File: src/rtl/tnn_feature_streamer.sv
// Streams feature beats into the flat classifier input vector, waits for the classifier
// to settle, then returns its prediction with a sample index. Optional: TNN_LABEL_CHECK_EN.
module tnn_feature_streamer #(
  parameter int unsigned FEAT_CNT      = 12,
  parameter int unsigned FEAT_BITS     = 4,
  parameter int unsigned CLASS_CNT     = 6,
  parameter int unsigned TEST_CNT      = 1000,
  parameter int unsigned SETTLE_CYCLES = 1,
  localparam int unsigned PRED_BITS    = $clog2(CLASS_CNT),
  localparam int unsigned IDX_BITS     = $clog2(TEST_CNT)
) (
  input  logic                          clk,
  input  logic                          rst_n,
  input  logic                          s_valid,
  output logic                          s_ready,
  input  logic [FEAT_BITS-1:0]          s_data,
  input  logic                          s_last,
  output logic [FEAT_CNT*FEAT_BITS-1:0] features,
  input  logic [PRED_BITS-1:0]          prediction,
  output logic                          m_valid,
  input  logic                          m_ready,
  output logic [PRED_BITS-1:0]          m_pred,
  output logic [IDX_BITS-1:0]           m_index,
  output logic                          done,
  output logic                          err
`ifdef TNN_LABEL_CHECK_EN
  , input  logic [PRED_BITS-1:0]          s_label
  , output logic [$clog2(TEST_CNT+1)-1:0] correct_cnt
`endif
);

  localparam int unsigned FIDX_BITS = (FEAT_CNT > 1) ? $clog2(FEAT_CNT) : 1;
  localparam int unsigned SCNT_BITS = $clog2(SETTLE_CYCLES + 1);
  localparam int unsigned FVEC_BITS = FEAT_CNT * FEAT_BITS;
`ifdef TNN_LABEL_CHECK_EN
  localparam int unsigned CORR_BITS = $clog2(TEST_CNT + 1);
`endif

  typedef enum logic [1:0] {LOAD, SETTLE, OUT, DONE} state_t;

  state_t                 r_state,      w_state;
  logic [FIDX_BITS-1:0]   r_feat_idx,   w_feat_idx;
  logic [IDX_BITS-1:0]    r_sample_cnt, w_sample_cnt;
  logic [SCNT_BITS-1:0]   r_settle_cnt, w_settle_cnt;
  logic [FVEC_BITS-1:0]   r_features,   w_features;
  logic                   r_s_ready,    w_s_ready;
  logic                   r_m_valid,    w_m_valid;
  logic [PRED_BITS-1:0]   r_m_pred,     w_m_pred;
  logic [IDX_BITS-1:0]    r_m_index,    w_m_index;
  logic                   r_done,       w_done;
  logic                   r_err,        w_err;
`ifdef TNN_LABEL_CHECK_EN
  logic [PRED_BITS-1:0]   r_label,      w_label;
  logic [CORR_BITS-1:0]   r_correct,    w_correct;
`endif

  logic w_beat;
  logic w_final;
  logic w_hs;
  logic w_wr;

  assign w_beat  = s_valid & r_s_ready;
  assign w_final = (r_feat_idx == FIDX_BITS'(FEAT_CNT - 1));
  assign w_hs    = r_m_valid & m_ready;

  // Next-state and next-output logic
  always_comb begin
    w_state      = r_state;
    w_feat_idx   = r_feat_idx;
    w_sample_cnt = r_sample_cnt;
    w_settle_cnt = r_settle_cnt;
    w_features   = r_features;
    w_m_valid    = r_m_valid;
    w_m_pred     = r_m_pred;
    w_m_index    = r_m_index;
    w_err        = r_err;
    w_wr         = 1'b0;
`ifdef TNN_LABEL_CHECK_EN
    w_label      = r_label;
    w_correct    = r_correct;
`endif

    unique case (r_state)
      LOAD: begin
        if (w_beat) begin
          if (w_final) begin
            w_wr         = 1'b1;
            w_err        = r_err | ~s_last;
            w_feat_idx   = '0;
            w_settle_cnt = SCNT_BITS'(SETTLE_CYCLES);
            w_state      = SETTLE;
`ifdef TNN_LABEL_CHECK_EN
            w_label      = s_label;
`endif
          end else if (s_last) begin
            // Early s_last aborts the sample; stale slots are left in place
            w_err      = 1'b1;
            w_feat_idx = '0;
          end else begin
            w_wr       = 1'b1;
            w_feat_idx = r_feat_idx + FIDX_BITS'(1);
          end
        end
      end
      SETTLE: begin
        w_settle_cnt = r_settle_cnt - SCNT_BITS'(1);
        if (r_settle_cnt == SCNT_BITS'(1)) begin
          w_m_pred  = prediction;
          w_m_index = r_sample_cnt;
          w_m_valid = 1'b1;
          w_state   = OUT;
        end
      end
      OUT: begin
        if (w_hs) begin
          w_m_valid = 1'b0;
`ifdef TNN_LABEL_CHECK_EN
          if (r_m_pred == r_label) begin
            w_correct = r_correct + CORR_BITS'(1);
          end
`endif
          if (r_sample_cnt == IDX_BITS'(TEST_CNT - 1)) begin
            w_state = DONE;
          end else begin
            w_sample_cnt = r_sample_cnt + IDX_BITS'(1);
            w_state      = LOAD;
          end
        end
      end
      DONE: begin
        w_m_valid = 1'b0;
      end
      default: begin
        w_state = LOAD;
      end
    endcase

    for (int unsigned i = 0; i < FEAT_CNT; i++) begin
      if (w_wr && (r_feat_idx == FIDX_BITS'(i))) begin
        w_features[i*FEAT_BITS +: FEAT_BITS] = s_data;
      end
    end

    // s_ready and done follow the upcoming state so they stay registered
    w_s_ready = (w_state == LOAD);
    w_done    = (w_state == DONE);
  end

  // State and output registers
  always_ff @(posedge clk or negedge rst_n) begin
    if (!rst_n) begin
      r_state      <= LOAD;
      r_feat_idx   <= '0;
      r_sample_cnt <= '0;
      r_settle_cnt <= '0;
      r_features   <= '0;
      r_s_ready    <= 1'b1;
      r_m_valid    <= 1'b0;
      r_m_pred     <= '0;
      r_m_index    <= '0;
      r_done       <= 1'b0;
      r_err        <= 1'b0;
`ifdef TNN_LABEL_CHECK_EN
      r_label      <= '0;
      r_correct    <= '0;
`endif
    end else begin
      r_state      <= w_state;
      r_feat_idx   <= w_feat_idx;
      r_sample_cnt <= w_sample_cnt;
      r_settle_cnt <= w_settle_cnt;
      r_features   <= w_features;
      r_s_ready    <= w_s_ready;
      r_m_valid    <= w_m_valid;
      r_m_pred     <= w_m_pred;
      r_m_index    <= w_m_index;
      r_done       <= w_done;
      r_err        <= w_err;
`ifdef TNN_LABEL_CHECK_EN
      r_label      <= w_label;
      r_correct    <= w_correct;
`endif
    end
  end

  assign s_ready  = r_s_ready;
  assign features = r_features;
  assign m_valid  = r_m_valid;
  assign m_pred   = r_m_pred;
  assign m_index  = r_m_index;
  assign done     = r_done;
  assign err      = r_err;
`ifdef TNN_LABEL_CHECK_EN
  assign correct_cnt = r_correct;
`endif

endmodule

File: config.mk
export PLATFORM = sky130hd
export DESIGN_NAME = tnn_feature_streamer
export DESIGN_NICKNAME = d
export VERILOG_FILES = /design/src/rtl/tnn_feature_streamer.sv
export SDC_FILE = /design/constraint.sdc
export NUM_CORES = 1
export LEC_CHECK = 0
export ABC_CLOCK_PERIOD_IN_PS = 3850
export CORE_MARGIN = 2
export CORE_UTILIZATION = 40
export CTS_CLUSTER_DIAMETER = 200
export DETAILED_ROUTE_END_ITERATION = 6
export MAX_ROUTING_LAYER = met4
export PLACE_DENSITY_LB_ADDON = 0.15
export SETUP_SLACK_MARGIN = 0.02
export SKIP_LAST_GASP = 1
export SLEW_MARGIN = 10
export SYNTH_ARGS = -nofsm -noshare
export SYNTH_HDL_FRONTEND = slang
export SYNTH_SLANG_ARGS = --single-unit
File: constraint.sdc
create_clock -name clk -period 3.85 [get_ports clk]
set_clock_uncertainty 0.15 [all_clocks]
set_input_delay 0.385 -clock clk [delete_from_list [all_inputs] [get_ports clk]]
set_output_delay 0.385 -clock clk [all_outputs]
set_load 0.02 [all_outputs]
==> summary.txt, run 1 <==
Cells and area
  • Fraction of layout cells with a size suffix above 1: 0.261
  • Fillers: 721
  • Synthesis-to-layout area growth: 31.4%
  • Ant. Diodes: 0
  • Final Instance Area: 4440 µm²
  • Final nets: 334
  • Util after Layout: 0.540

Setup path
  • Critical path type: register to register
  • Worst path bufs/invs: 0
  • Slowest cell on the critical path: dfrtp_1
  • Slowest cell delay on critical path: 0.47 ns
  • Critical Path AT: 2.42 ns
  • CP startpoint: r_feat_idx[0]$_DFFE_PN0P_
  • CP max FO: 7
  • CP Launch Type: register
  • Crit end category: register
  • Reg2reg start: r_feat_idx[0]$_DFFE_PN0P_
  • Worst path cell trace: ha_1 > and3b_1 > and3_1 > nor3b_2 > mux2_2
  • Top delay family on crit path: simple AND/OR/NAND/NOR gates
  • Critical Path RT: 3.94 ns

Power and ir drop
  • Leakage: 0.00205 µW
  • PD cells: 466 nW/µm²
  • Peak supply drop: 0.266 mV
  • Power Total: 2070 µW

CTS
  • CTS tree: built
  • Clock root buffer master: clkbuf_8
  • Setup Buffers After CTS: 0
  • CTS H-tree depth: 3
  • Hold buffers post-CTS: 0
  • Later-pin clock latency in the skew report: 0.35 ns
  • Max clock buf depth: 2
  • Clk pin slew, worst setup/hold paths: 0.08 ns
  • Sink Count: 82
  • Cts bufs inserted: 9
  • Post-CTS Resized: 0

STA
  • RSZ-0062 raised after global routing: no
  • Final setup fails: 0
  • Tcrit/Tclk final: 0.604
  • Max_slew headroom: 0.327
  • Fin. Hold Viols: 0
  • Final min period: 2.33 ns
  • Worst-margin pin slew: 1.01 ns
  • Final Max Slew Viols: 0
  • Setup WS post-layout: 1.52 ns
  • Fin Setup TNS: 0 ns
  • F_max: 0.430 GHz

Synthesis
  • Synth cell types: 40
  • Seq/Total Area, Yosys: 0.608
  • Most frequent cell after synthesis: dfrtp_1
  • Mean area per synthesized cell: 13.9 µm²
  • Number of synthesis warnings: 0
  • Flops & latches, synth: 82
  • Area contributors post-synth: dfrtp_1 60%, mux2_2 20%, ha_1 1.9%, nand2_1 1.3%, xnor2_1 1.3%
  • EDFF count, synth: 0
  • Synthesized instance count: 243
  • Synth Flop Type: dfrtp_1
  • Commonest cells post-synth: 81 x dfrtp_1, 61 x mux2_2, 12 x nand2_1
  • Synth area leader: dfrtp_1
  • Area share of the leading cell type in the synthesized netlist: 0.600
  • Syn_nets: 260
  • Async set or reset register ratio after synthesis: 1.00
  • Cell Area, Synth: 3380 µm²

Place
  • Placement Setup Slack: 1.20 ns
  • HPWL after DPL: 4710 µm
  • Gpl congestion: 0.767
  • Number of port buffers: 76
  • DP Area: 4210 µm²

Floorplan
  • Starting Density: 0.411
  • Core ar.: 8220 µm²
  • Rows: 33
  • Die width: 95.9 µm
  • Num ports: 77
  • Die area: 9200 µm²
  • Die height: 95.9 µm

Flow run
  • Max Cap Viol: 0

Route
  • Detailed Route WL: 6840 µm
  • Vias per inst: 5.17
  • ANT nets after route: 0
  • Routed len/inst: 16.0 µm
  • Drt pass-1 iters: 4
  • Routed vias: 2208
  • DRT iter0 DRCs: 84
  • Drc violations: 0

Global routing
  • GRT Resource Usage Total: 0.166
  • First-pass GRT wire length: 10900 µm
  • Vias in the first global route: 2133
  • Pin count of the biggest net entering global routing: 83
  • Grt ovf: 0
  • Initial antenna violation count: 0

Worst hold path
  • HP Class: primary input to async pin

Outcome
  • Status: complete, no violations
[power by group]
part | total [µW] | switching, µW | internal (µW)
Clock | 697 | 313 | 384
Sequential | 1020 | 79.0 | 943
Combinational | 351 | 172 | 179
Total | 2070 | 564 | 1510
[worst paths after layout]
check / to / slack [ns] / depth (start not counted)
max: features[46]$_DFFE_PN0P_ / 1.52 / 5
max in group asynchronous: m_index[3]$_DFFE_PN0P_ / 2.85 / 1
min: features[35]$_DFFE_PN0P_ / 0.06 / 1
min in group clk: err$_DFFE_PN0P_ / 0.33 / 1
max reg2reg: features[46]$_DFFE_PN0P_ / 1.52 / 5
min reg2reg: err$_DFFE_PN0P_ / 0.33 / 1
[per-layer routing]
layer  GRT usage  part of all wire
met1       0.217              0.46
met2       0.251              0.48
met3      0.0548             0.052
met4      0.0452            0.0085
met5           -                 0
[cells by family after synthesis]
| family | Yosys count | synth area share |
|---|---|---|
| mux | 61 | 0.203 |
| compound gates | 20 | 0.0389 |
| simple gates | 50 | 0.0900 |
| buf+inv | 17 | 0.0207 |
| xor+xnor | 8 | 0.0207 |
| fa+ha+maj | 5 | 0.0185 |
| flops | 82 | 0.608 |
[registers in the layout, indices dropped and copies added (netlist names)]
| name | flops |
|---|---|
| r_settle_cnt | 1 |
| m_index | 10 |
| err | 1 |
| features | 48 |
| m_valid | 1 |
| r_state | 2 |
| done | 1 |
| m_pred | 3 |
| r_feat_idx | 4 |
| r_sample_cnt | 10 |
| s_ready | 1 |
[worst reg2reg max path: stages (launching register included)]
cell and delay (ns):
dfrtp_1 0.47, ha_1 0.27, and3b_1 0.30, and3_1 0.21
nor3b_2 0.44, mux2_2 0.39
[layout make-up]
cell class / count / area, µm² / share of cell area
tap: 105 / 131 / 0.0296
clock buffer: 10 / 138 / 0.0310
inverter: 4 / 15.0 / 0.00338
clock inverter: 6 / 90.1 / 0.0203
sequential: 82 / 2050 / 0.462
multi-input combinational: 144 / 1250 / 0.283
timing repair buffer: 76 / 758 / 0.171
[cells in the final DEF (no fill, tap or decap), types with 2 or more instances in the layout]
cell	instances
nand3_1	7
nand4_1	4
clkinv_4	2
ha_1	5
nor4_1	2
a21oi_1	5
nor2b_1	2
a21o_1	2
xnor2_1	5
a31oi_1	2
dfrtp_1	81
mux2_2	61
inv_1	4
nor2_1	4
bufinv_16	2
clkdlybuf4s50_1	75
clkbuf_8	10
o21ai_0	4
xor2_1	3
nand3b_1	4
nor3_1	3
nand2_1	12
[stage by stage]
stage,instances,hold slack (ns)
6_report,427,0.0554
5_1_grt,427,0.132
4_1_cts,427,0.0891
3_5_place_dp,411,0.318
3_3_place_gp,411,0.317
2_1_floorplan,243,-0.0606
Note: power is estimated with default switching activity, not from simulation.
==> run 2, diff against run 1 <==
- ABC_CLOCK_PERIOD_IN_PS: 3850 -> 2000
- clock period: 3.85 -> 2 ns (I/O delays scaled with it)
==> summary.txt, run 2 (synthesis results as in run 1) <==
Place
  • Gpl congestion: 0.773 (was 0.767)
  • DP Area: 4410 µm² (was 4210 µm²)
  • Placed Cells: 435 (was 411)
  • Placement Setup Slack: -0.163 ns (was 1.20 ns)
  • HPWL after DPL: 4970 µm (was 4710 µm)
  • Number of port buffers: 76 (unchanged)

STA
  • Max_slew headroom: 0.615 (was 0.327)
  • Worst-margin pin slew: 0.576 ns (was 1.01 ns)
  • RSZ-0062 raised after global routing: yes (was no)
  • Fin. Hold Viols: 0 (unchanged)
  • Final setup fails: 0 (unchanged)
  • Setup WS post-layout: 0.110 ns (was 1.52 ns)
  • Tcrit/Tclk final: 0.945
  • Final Max Slew Viols: 0 (unchanged)
  • F_max: 0.529 GHz
  • Minimum hold slack: 0.171 ns (was 0.0554 ns)
  • Final min period: 1.89 ns
  • Fin Setup TNS: 0 ns (unchanged)

Cells and area
  • Final Instance Area: 4670 µm² (was 4440 µm²)
  • Layout Cells excl Fill: 452 (was 427)
  • Final nets: 359 (was 334)
  • Ant. Diodes: 0 (unchanged)
  • Most common cell after layout, fill and taps aside: dfrtp_1 (unchanged)
  • Synthesis-to-layout area growth: 38.2% (was 31.4%)
  • Fraction of layout cells with a size suffix above 1: 0.317 (was 0.261)
  • Most frequent cells in the layout: 81 x dfrtp_1, 75 x clkdlybuf4s50_1, 61 x mux2_2, 24 x buf_4 (was 81 x dfrtp_1, 75 x clkdlybuf4s50_1, 61 x mux2_2, 12 x nand2_1, 10 x clkbuf_8)
  • Max reg flops: 48 (unchanged)

Global routing
  • Initial antenna violation count: 0 (unchanged)
  • Grt ovf: 0 (unchanged)
  • GRT Resource Usage Total: 0.172 (was 0.166)
  • Pin count of the biggest net entering global routing: 54 (was 83)
  • Vias in the first global route: 2301 (was 2133)
  • First-pass GRT wire length: 11500 µm (was 10900 µm)

Floorplan
  • Num ports: 77 (unchanged)
  • Die height: 95.9 µm (unchanged)
  • Rows: 33 (unchanged)
  • Die width: 95.9 µm (unchanged)
  • Core ar.: 8220 µm² (unchanged)
  • Die area: 9200 µm² (unchanged)
  • Starting Density: 0.411 (unchanged)

Route
  • Routed vias: 2263 (was 2208)
  • Routed len/inst: 15.5 µm (was 16.0 µm)
  • Vias per inst: 5.01 (was 5.17)
  • Drc violations: 0 (unchanged)
  • Drt pass-1 iters: 4 (unchanged)
  • Detailed Route WL: 6990 µm (was 6840 µm)
  • DRT iter0 DRCs: 86 (was 84)
  • ANT nets after route: 0 (unchanged)

Setup path
  • Reg2reg start: r_feat_idx[0]$_DFFE_PN0P_ (unchanged)
  • CP Launch Type: register (unchanged)
  • Reg2reg end: features[44]$_DFFE_PN0P_ (was features[46]$_DFFE_PN0P_)
  • Top delay family on crit path: buffers and inverters (was simple AND/OR/NAND/NOR gates)
  • Critical path type: register to output port (was register to register)
  • CP max FO: 4 (was 7)
  • Slowest cell on the critical path: clkdlybuf4s50_1 (was dfrtp_1)
  • Critical Path AT: 1.54 ns (was 2.42 ns)
  • Crit end category: output port (was register)
  • Slowest cell delay on critical path: 0.61 ns (was 0.47 ns)
  • Reg2Reg Setup Slack: 0.12 ns (was 1.52 ns)
  • Worst r2r path cells: 5 (unchanged)
  • Worst path bufs/invs: 1 (was 0)
  • Critical Path RT: 1.65 ns (was 3.94 ns)
  • Worst path cell trace: clkdlybuf4s50_1 (was ha_1 > and3b_1 > and3_1 > nor3b_2 > mux2_2)

CTS
  • Cts bufs inserted: 9 (unchanged)
  • Sink Count: 82 (unchanged)
  • Clock root buffer master: clkbuf_8 (unchanged)
  • Clk pin slew, worst setup/hold paths: 0.08 ns (about the same)
  • CTS tree: built (unchanged)
  • Max clock buf depth: 2 (unchanged)
  • Later-pin clock latency in the skew report: 0.34 ns (was 0.35 ns)
  • CTS H-tree depth: 3 (unchanged)

Power and ir drop
  • PD cells: 859 nW/µm² (was 466 nW/µm²)
  • Leakage: 0.00219 µW (was 0.00205 µW)
  • Peak supply drop: 0.440 mV (was 0.266 mV)

Flow run
  • Max Cap Viol: 0 (unchanged)

Outcome
  • Status: complete, no violations (unchanged)

Worst hold path
  • HP Class: primary input to async pin (unchanged)
run 2: worst max path at each step:
stage,depth (start not counted),slack (ns),startpoint,end
after floorplan,6,0.03,r_feat_idx[0]$_DFFE_PN0P_,features[44]$_DFFE_PN0P_
after global placement,5,-0.15,s_valid,features[33]$_DFFE_PN0P_
after detailed placement,5,-0.16,s_valid,features[33]$_DFFE_PN0P_
after CTS,4,0.04,s_ready$_DFF_PN1_,features[34]$_DFFE_PN0P_
after global routing,5,-0.02,s_ready$_DFF_PN1_,features[12]$_DFFE_PN0P_
final,1,0.11,s_ready$_DFF_PN1_,s_ready
run 2: final cells by class:
cell class | instances | area [µm²]
Multi-Input combinational cell | 144 | 1290
Sequential cell | 82 | 2050
Clock buffer | 13 | 169
Timing Repair Buffer | 101 | 961
Inverter | 4 | 15.0
Fill cell | 725 | 3550
Tap cell | 105 | 131
Clock inverter | 3 | 46.3
run 2: per-layer routing:
layer  global-route usage  up-vias  routed length, µm
li1                     -     1067                  -
met1                0.215     1124               3110
met2                0.268       63               3370
met3               0.0525        9                417
met4               0.0607        0                 89
met5                    -        -                  0
run 2: metrics by stage:
step	total power, µW	utilization
2_1_floorplan	2340	-
3_3_place_gp	2760	0.537
3_5_place_dp	2780	0.537
4_1_cts	4060	0.565
5_1_grt	4200	0.568
6_report	4010	0.568
run 2: what timing repair did:
item,in CTS,in global routing
endpoints found under the hold margin,29,0
buffers inserted,0,0
setup endpoints to repair,23,45
gates resized for setup,1,3
gates cloned,0,0
hold buffers,1,0
run 2: power by group:
part / leakage (µW) / switching (µW) / total (µW) / internal (µW)
combinational: 0.000982 / 425 / 848 / 423
clock: 0.000106 / 578 / 1260 / 683
sequential: 0.00110 / 85.0 / 1900 / 1820
